### src/rtl/alu_wide_seq.sv
// Sequencer that runs a 32-bit operation as two passes (low half, then high half)
// through the 16-bit combinational alu, chaining carry between the passes.
module alu_wide_seq #(
  parameter logic [7:0] CARRY_OPS = 8'h03
) (
  input  logic        clk,
  input  logic        reset,
  input  logic        start,
  input  logic [2:0]  op,
  input  logic [31:0] a,
  input  logic [31:0] b,
  input  logic        cin,
  output logic [15:0] alu_in_1,
  output logic [15:0] alu_in_2,
  output logic [2:0]  alu_select,
  output logic        alu_enable,
  output logic        alu_carry_in,
  input  logic [15:0] alu_data,
  input  logic        alu_carry_out,
  input  logic        alu_zero_flag,
  output logic [31:0] result,
  output logic        carry,
  output logic        zero,
  output logic        busy,
  output logic        done
);

  typedef enum logic [1:0] {
    IDLE = 2'd0,
    LO   = 2'd1,
    HI   = 2'd2,
    DONE = 2'd3
  } state_t;

  state_t      state_r;
  state_t      state_next_s;
  logic        accept_s;
  logic [31:0] a_r;
  logic [31:0] b_r;
  logic [2:0]  op_r;
  logic        cin_r;
  logic        carry_lo_r;
  logic        zero_lo_r;
  logic [31:0] result_r;
  logic        carry_r;
  logic        zero_r;

  // Next-state logic; start is only honoured when no pass is in flight
  always_comb begin
    state_next_s = state_r;
    accept_s     = 1'b0;
    case (state_r)
      IDLE: begin
        if (start) begin
          accept_s     = 1'b1;
          state_next_s = LO;
        end else begin
          state_next_s = IDLE;
        end
      end
      LO:   state_next_s = HI;
      HI:   state_next_s = DONE;
      DONE: begin
        if (start) begin
          accept_s     = 1'b1;
          state_next_s = LO;
        end else begin
          state_next_s = IDLE;
        end
      end
      default: state_next_s = IDLE;
    endcase
  end

  // State register
  always_ff @(posedge clk) begin
    if (reset) begin
      state_r <= IDLE;
    end else begin
      state_r <= state_next_s;
    end
  end

  // Operand capture on an accepted start
  always_ff @(posedge clk) begin
    if (reset) begin
      a_r   <= 32'h0000_0000;
      b_r   <= 32'h0000_0000;
      op_r  <= 3'd0;
      cin_r <= 1'b0;
    end else if (accept_s) begin
      a_r   <= a;
      b_r   <= b;
      op_r  <= op;
      cin_r <= cin;
    end else begin
      a_r   <= a_r;
      b_r   <= b_r;
      op_r  <= op_r;
      cin_r <= cin_r;
    end
  end

  // Result collection from each alu pass; values hold outside LO/HI
  always_ff @(posedge clk) begin
    if (reset) begin
      result_r   <= 32'h0000_0000;
      carry_r    <= 1'b0;
      zero_r     <= 1'b0;
      carry_lo_r <= 1'b0;
      zero_lo_r  <= 1'b0;
    end else begin
      case (state_r)
        LO: begin
          result_r[15:0] <= alu_data;
          carry_lo_r     <= alu_carry_out;
          zero_lo_r      <= alu_zero_flag;
        end
        HI: begin
          result_r[31:16] <= alu_data;
          carry_r         <= alu_carry_out;
          zero_r          <= zero_lo_r & alu_zero_flag;
        end
        default: begin
          result_r   <= result_r;
          carry_r    <= carry_r;
          zero_r     <= zero_r;
          carry_lo_r <= carry_lo_r;
          zero_lo_r  <= zero_lo_r;
        end
      endcase
    end
  end

  // alu drive: decoded purely from registered state and operands
  always_comb begin
    alu_in_1     = 16'h0000;
    alu_in_2     = 16'h0000;
    alu_select   = 3'd0;
    alu_enable   = 1'b0;
    alu_carry_in = 1'b0;
    case (state_r)
      LO: begin
        alu_in_1     = a_r[15:0];
        alu_in_2     = b_r[15:0];
        alu_select   = op_r;
        alu_enable   = 1'b1;
        alu_carry_in = cin_r;
      end
      HI: begin
        alu_in_1     = a_r[31:16];
        alu_in_2     = b_r[31:16];
        alu_select   = op_r;
        alu_enable   = 1'b1;
        alu_carry_in = CARRY_OPS[op_r] ? carry_lo_r : cin_r;
      end
      default: begin
        alu_enable = 1'b0;
      end
    endcase
  end

  assign result = result_r;
  assign carry  = carry_r;
  assign zero   = zero_r;
  assign busy   = (state_r == LO) || (state_r == HI);
  assign done   = (state_r == DONE);

endmodule

### config.mk
export PLATFORM = sky130hd
export DESIGN_NAME = alu_wide_seq
export DESIGN_NICKNAME = d
export VERILOG_FILES = /design/src/rtl/alu_wide_seq.sv
export SDC_FILE = /design/constraint.sdc
export NUM_CORES = 1
export LEC_CHECK = 0
export CAP_MARGIN = 20
export CORE_ASPECT_RATIO = 0.9
export CORE_UTILIZATION = 40
export CTS_CLUSTER_SIZE = 25
export DETAILED_ROUTE_END_ITERATION = 10
export GPL_ROUTABILITY_DRIVEN = 0
export PLACE_DENSITY = 0.78
export SLEW_MARGIN = 20
export SYNTH_ARGS = -nofsm -noshare
export SYNTH_HDL_FRONTEND = slang
export SYNTH_SLANG_ARGS = --single-unit
### constraint.sdc
create_clock -name clk -period 2 [get_ports clk]
set_clock_uncertainty 0.05 [all_clocks]
set_input_delay 0.4 -clock clk [delete_from_list [all_inputs] [get_ports clk]]
set_output_delay 0.4 -clock clk [all_outputs]
set_load 0.02 [all_outputs]
==> out/qor.yml, run 1 <==
power:
  powerDensity_nw_per_um2: 1140
  p_leak_nw: 2.53
  power_mw: 7.60
  ir_drop_mv: 0.695
setup_path:
  worstSetupPathType: "flip-flop to primary output"
  arrival_ns: 1.67
  path_max_fanout: 8
  startpoint_type: "flip-flop"
  endpoint_kind: "primary output"
  cp.required_ns: 1.55
placement:
  buffer_ports.inserted: 161
  dp_hpwl_um: 8240
run_status:
  status: "finished, violations left"
  violations: "setup timing"
timing:
  fmax_mhz: 471
  slew_headroom_pct: 73.9
  worst_pin_slew_ns: 0.392
  worst_slack_ns: -0.122
  rsz0062_at_grt: "yes"
  fin_crit_ns: 2.12
  finalHoldViolCount: 0
  setup_viol: 28
  fin_crit_sh_pct: 106
  slew_violations: 0
logic_synthesis:
  synth_top_cell_area_share_pct: 50.8
  yosysTopAreaCell: "dfxtp_1"
  ys_seq_elements: 107
  synth_top_cells_by_area: "dfxtp_1, nand2_1, a21oi_1"
  synth_warnings: 0
  synth_nets: 609
  yosysSeqAreaShare_pct: 50.8
  synth_cell_types: 20
  syn_area_per_cell_sq_um: 8.19
  syn_inst: 515
  synth.cell_area_sq_um: 4220
detailed_routing:
  viasPerCell: 5.12
  wl_met2_um: 6190
  drcViolationCount: 0
  wl_met3_um: 713
  top_layer_used: "met4"
  first_iter_violations: 223
  wirelength_um: 12600
  vias: 4169
  routedWlPerCell_um: 15.4
  dr.pass1.iters: 4
  drt-met1-wl_um: 5240
  ant_nets: 0
grt:
  grt_pass1_wl_um: 19900
  grt_usage_pct: 23.3
  grt_pass1_vias: 4211
  overflow: 0
  grt_max_degree: 38
  antenna_found_initial: 0
clock_network:
  clock-root-buffer: "clkbuf_16"
  cts_tree: "built"
  cts-htree-levels: 3
  cts_sinks: 107
  insertion_delay_ns: 0.33
  ctsHoldBuffers: 0
  cts_buffers: 9
  clk_pin_slew_ns: 0.07
  cts_buffer_depth: 2
die:
  die_w_um: 110
  dieArea_sq_um: 11000
  core_sq_um: 10200
  rows: 35
  start_util_pct: 41.2
  pin_count: 162
  die_y_um: 99.4
finish:
  drive_gt1_share_pct: 19.4
  final_cell_mix: "nand2_1, clkdlybuf4s50_1, dfxtp_1"
  final_common_cell: "nand2_1"
  seqCellArea_sq_um: 2150
  insertedDiodeCount: 0
  layout-area-overhead-vs-synth_pct: 58.0
  nFillCells: 836
  fin_util_pct: 65.0
  multi_input_area_sq_um: 2030
  nets: 775
hold_path:
  min_path_type: "flip-flop to flip-flop"
run:
  cap_violations: 0
logic make-up after synthesis:
family          share of synthesized area (%)
compound gates                           14.1
fa+ha+maj                                1.48
buf+inv                                  5.34
flops                                    50.8
mux                                      8.31
simple gates                             20.0
through the flow:
| stage | instance area [sq um] | setup TNS [ns] | cells | hold WS, ns | setup slack [ns] |
|---|---|---|---|---|---|
| 3_3_place_gp | 6060 | -3.27 | 788 | 0.390 | -0.193 |
| 2_1_floorplan | 4220 | 0 | 515 | 0.382 | 0.0233 |
| 6_report | 6660 | -1.21 | 815 | 0.407 | -0.122 |
| 5_1_grt | 6660 | -3.19 | 815 | 0.423 | -0.183 |
| 4_1_cts | 6630 | -1.18 | 815 | 0.407 | -0.112 |
| 3_5_place_dp | 6060 | -4.82 | 788 | 0.396 | -0.215 |
critical path, cell delays in order, from the launching register on:
cell	delay [ns]
dfxtp_2	0.35
buf_6	0.12
ha_4	0.19
buf_16	0.15
buf_8	0.14
a22oi_2	0.16
nor2_1	0.07
buf_4	0.15
path summary, 6_finish.rpt:
| path | startpoint | end | slack [ns] | depth (start not counted) |
|---|---|---|---|---|
| worst max register to register | state_r[0]$_SDFF_PP0_ | b_r[10]$_SDFFE_PP0P_ | 0.19 | 7 |
| worst min-delay path | op_r[0]$_SDFFE_PP0P_ | op_r[0]$_SDFFE_PP0P_ | 0.41 | 2 |
| worst min register to register | op_r[0]$_SDFFE_PP0P_ | op_r[0]$_SDFFE_PP0P_ | 0.41 | 2 |
| worst max-delay path | state_r[0]$_SDFF_PP0_ | alu_in_2[3] | -0.12 | 7 |
metal layers:
| layer | GRT usage, % | up-vias |
|---|---|---|
| li1 | - | 2031 |
| met3 | 4.00 | 31 |
| met1 | 27.1 | 1960 |
| met5 | 0 | - |
| met2 | 41.5 | 147 |
| met4 | 10.1 | 0 |
what timing repair did:
item | CTS | global route
buffers inserted | 7 | 0
gates cloned | 4 | 0
pin swaps | 7 | 0
setup endpoints to repair | 39 | 38
resized for setup | 224 | 11
report_power, final:
group | switching, mW | leakage, nW | internal [mW]
Clock | 0.781 | 0.158 | 1.11
Combinational | 1.55 | 1.50 | 1.47
Sequential | 0.218 | 0.877 | 2.47
Total | 2.55 | 2.53 | 5.05
Yosys cell counts:
cell / count
a21oi_1: 70
o21ai_0: 1
nand2b_1: 1
or3_1: 1
nor2_1: 69
a22oi_1: 32
inv_1: 3
nor3_1: 3
nand2_1: 137
buf_1: 3
clkbuf_1: 17
buf_2: 18
dfxtp_1: 107
and2_1: 1
buf_4: 5
mux2i_1: 35
ha_1: 5
buf_6: 1
nand3_1: 2
nor2b_1: 4
layout make-up:
| type | instances | share of cell area [%] |
|---|---|---|
| sequential | 107 | 32.2 |
| multi-input combinational | 361 | 30.5 |
| timing repair buffer | 199 | 29.8 |
| clock buffer | 10 | 3.44 |
| tap | 129 | 2.42 |
| clock inverter | 6 | 1.43 |
| inverter | 3 | 0.207 |
state kept, by name, indices dropped and copies added (netlist names), named ones only:
register and count:
cin_r 1, zero_lo_r 1, zero 1, op_r 3
carry_lo_r 1, state_r 2, b_r 32, result 32
carry 1, a_r 32
No activity file was read; power rests on OpenSTA's default activity.
==> inputs of run 2 (changes only) <==
--- a/config.mk
+++ b/config.mk
@@ -9,2 +9,3 @@
 export CORE_ASPECT_RATIO = 0.9
+export CORE_MARGIN = 3
 export CORE_UTILIZATION = 40
--- a/constraint.sdc
+++ b/constraint.sdc
@@ -4,2 +4,2 @@
 set_output_delay 0.4 -clock clk [all_outputs]
-set_load 0.02 [all_outputs]
+set_load 0.01 [all_outputs]
==> out/qor.yml, run 2 (same netlist as run 1, synthesis figures left out) <==
grt:
  grt_usage_pct: 23.0  # -0.29 points
  grt_max_degree: 54  # +42%
  grt_pass1_wl_um: 21400  # +7.7%
  antenna_found_initial: 0  # unchanged
  overflow: 0  # unchanged
  grt_pass1_vias: 4328  # +2.8%
die:
  pin_count: 162  # unchanged
  die_y_um: 103  # +4.0%
  core_sq_um: 9950  # -2.9%
  die_w_um: 114  # +3.6%
  rows: 34  # -2.9%
  dieArea_sq_um: 11800  # +7.8%
  start_util_pct: 42.4  # +1.2 points
placement:
  dp_hpwl_um: 9220  # +12%
  dp_slack_ns: -0.143  # +0.0714 ns
  buffer_ports.inserted: 161  # unchanged
finish:
  drive_gt1_share_pct: 21.5  # +2.1 points
  multi_input_area_sq_um: 2140  # +5.0%
  nets: 774  # -0.13%
  nFillCells: 779  # -6.8%
  layout-area-overhead-vs-synth_pct: 60.8
  seqCellArea_sq_um: 2150  # +0.12%
  final_cell_mix: "nand2_1, clkdlybuf4s50_1, dfxtp_1"
  insertedDiodeCount: 0  # unchanged
  final_common_cell: "nand2_1"
clock_network:
  clock-root-buffer: "clkbuf_16"
  cts-htree-levels: 3  # unchanged
  insertion_delay_ns: 0.34  # about the same
  cts_sinks: 107  # unchanged
  cts_buffer_depth: 2  # unchanged
  cts_tree: "built"
  cts_buffers: 9  # unchanged
  clk_pin_slew_ns: 0.07  # about the same
timing:
  worst_slack_ns: -0.0905  # +0.0317 ns
  fin_crit_ns: 2.09  # -0.0317 ns
  finalHoldViolCount: 0  # unchanged
  worst_pin_slew_ns: 0.386  # -0.00531 ns
  whs_ns: 0.409  # +0.00169 ns
  fmax_mhz: 478  # +1.5%
  setup_viol: 33  # +18%
  slew_headroom_pct: 74.2  # +0.35 points
  fin_crit_sh_pct: 105  # -1.6 points
  rsz0062_at_grt: "yes"
  slew_violations: 0  # unchanged
run:
  cap_violations: 0  # unchanged
setup_path:
  crit_path_frequent_cell: "buf_6"
  cp_top_family: "buffers and inverters"
  cpPeakStageDelay_ns: 0.36  # about the same
  worstSetupPathType: "flip-flop to primary output"
  path_cells: "buf_6, ha_4, buf_6, nor2b_4, o21ai_2, a21oi_1, buf_2"
  arrival_ns: 1.64  # -0.03 ns
  endpoint_kind: "primary output"
  cp_num_buf_inv: 3  # -1
  slowest_stage: "dfxtp_4"
  path_max_fanout: 5  # -3
  cp.required_ns: 1.55  # about the same
  startpoint_type: "flip-flop"
detailed_routing:
  vias: 4250  # +1.9%
  viasPerCell: 5.24  # +2.4%
  wirelength_um: 13900  # +11%
  ant_nets: 0  # unchanged
  dr.pass1.iters: 4  # unchanged
  routedWlPerCell_um: 17.2  # +12%
  first_iter_violations: 252  # +13%
  drcViolationCount: 0  # unchanged
power:
  powerDensity_nw_per_um2: 1120  # -2.0%
  ir_drop_mv: 0.608  # -12%
  p_leak_nw: 2.55  # +0.85%
run_status:
  status: "finished, violations left"
  violations: "setup timing"
hold_path:
  min_path_type: "flip-flop to flip-flop"
-- run 2: changes by cell type in the layout (fill, tap and decap cells not counted), sizes merged --
| cell | delta |
|---|---|
| buf | -2 |
| clkbuf | +2 |
| bufinv | -1 |
| clkdlybuf4s15 | -1 |
| inv | +1 |
-- run 2: where the power goes --
part	internal [mW]	leakage (nW)	switching, mW
registers	2.48	0.877	0.230
clock network	1.02	0.154	0.803
logic	1.51	1.52	1.54
-- run 2: routing by layer --
metal / global-route usage [%] / vias to the layer above / routed length, um
li1: - / 2034 / -
met1: 27.1 / 2039 / 5540
met2: 42.3 / 151 / 7340
met3: 4.13 / 26 / 718
met4: 8.22 / 0 / 352
met5: 0 / - / 0
-- run 2: through the flow --
| stage | util [%] | setup TNS, ns | instances | instance area (sq um) | total power, mW |
|---|---|---|---|---|---|
| CTS | 65.9 | -2.10 | 808 | 6560 | 7.36 |
| floorplan | - | 0 | 515 | 4220 | 3.96 |
| global route | 68.1 | -3.16 | 811 | 6780 | 7.94 |
| global placement | 60.6 | -1.89 | 781 | 6040 | 4.93 |
| finish | 68.1 | -1.21 | 811 | 6780 | 7.58 |
| detailed placement | 60.6 | -3.47 | 781 | 6040 | 5.01 |
-- run 2: final cells by class --
type                            count  share of cell area, %
Clock buffer                       10                   3.52
Clock inverter                      6                   1.03
Inverter                            3                  0.203
Multi-Input combinational cell    361                   31.5
Sequential cell                   107                   31.7
Tap cell                          126                   2.32
Timing Repair Buffer              198                   29.7
-- run 2: repair_timing --
action | CTS | global route
setup buffers | 6 | 1
pin swaps | 5 | 37
hold buffers | 0 | 0
gates resized for setup | 196 | 44
setup endpoints to repair | 39 | 57
cloned | 5 | 2
-- run 2: worst register-to-register path, delay by kind of cell, from the launching register on --
kind,cells,cell delay (ns)
and+or+nand+nor,2,0.33
AOI/OAI and AO/OA,1,0.17
adders and majority gates,1,0.34
DFF,1,0.36
buffers and inverters,3,0.53
-- run 2: worst paths after layout --
check | start | endpoint | slack [ns] | cells past startpoint
max | state_r[1]$_SDFF_PP0_ | alu_carry_in | -0.09 | 7
min | op_r[0]$_SDFFE_PP0P_ | op_r[0]$_SDFFE_PP0P_ | 0.41 | 2
max reg2reg | state_r[1]$_SDFF_PP0_ | b_r[29]$_SDFFE_PP0P_ | 0.13 | 7
min reg2reg | op_r[0]$_SDFFE_PP0P_ | op_r[0]$_SDFFE_PP0P_ | 0.41 | 2
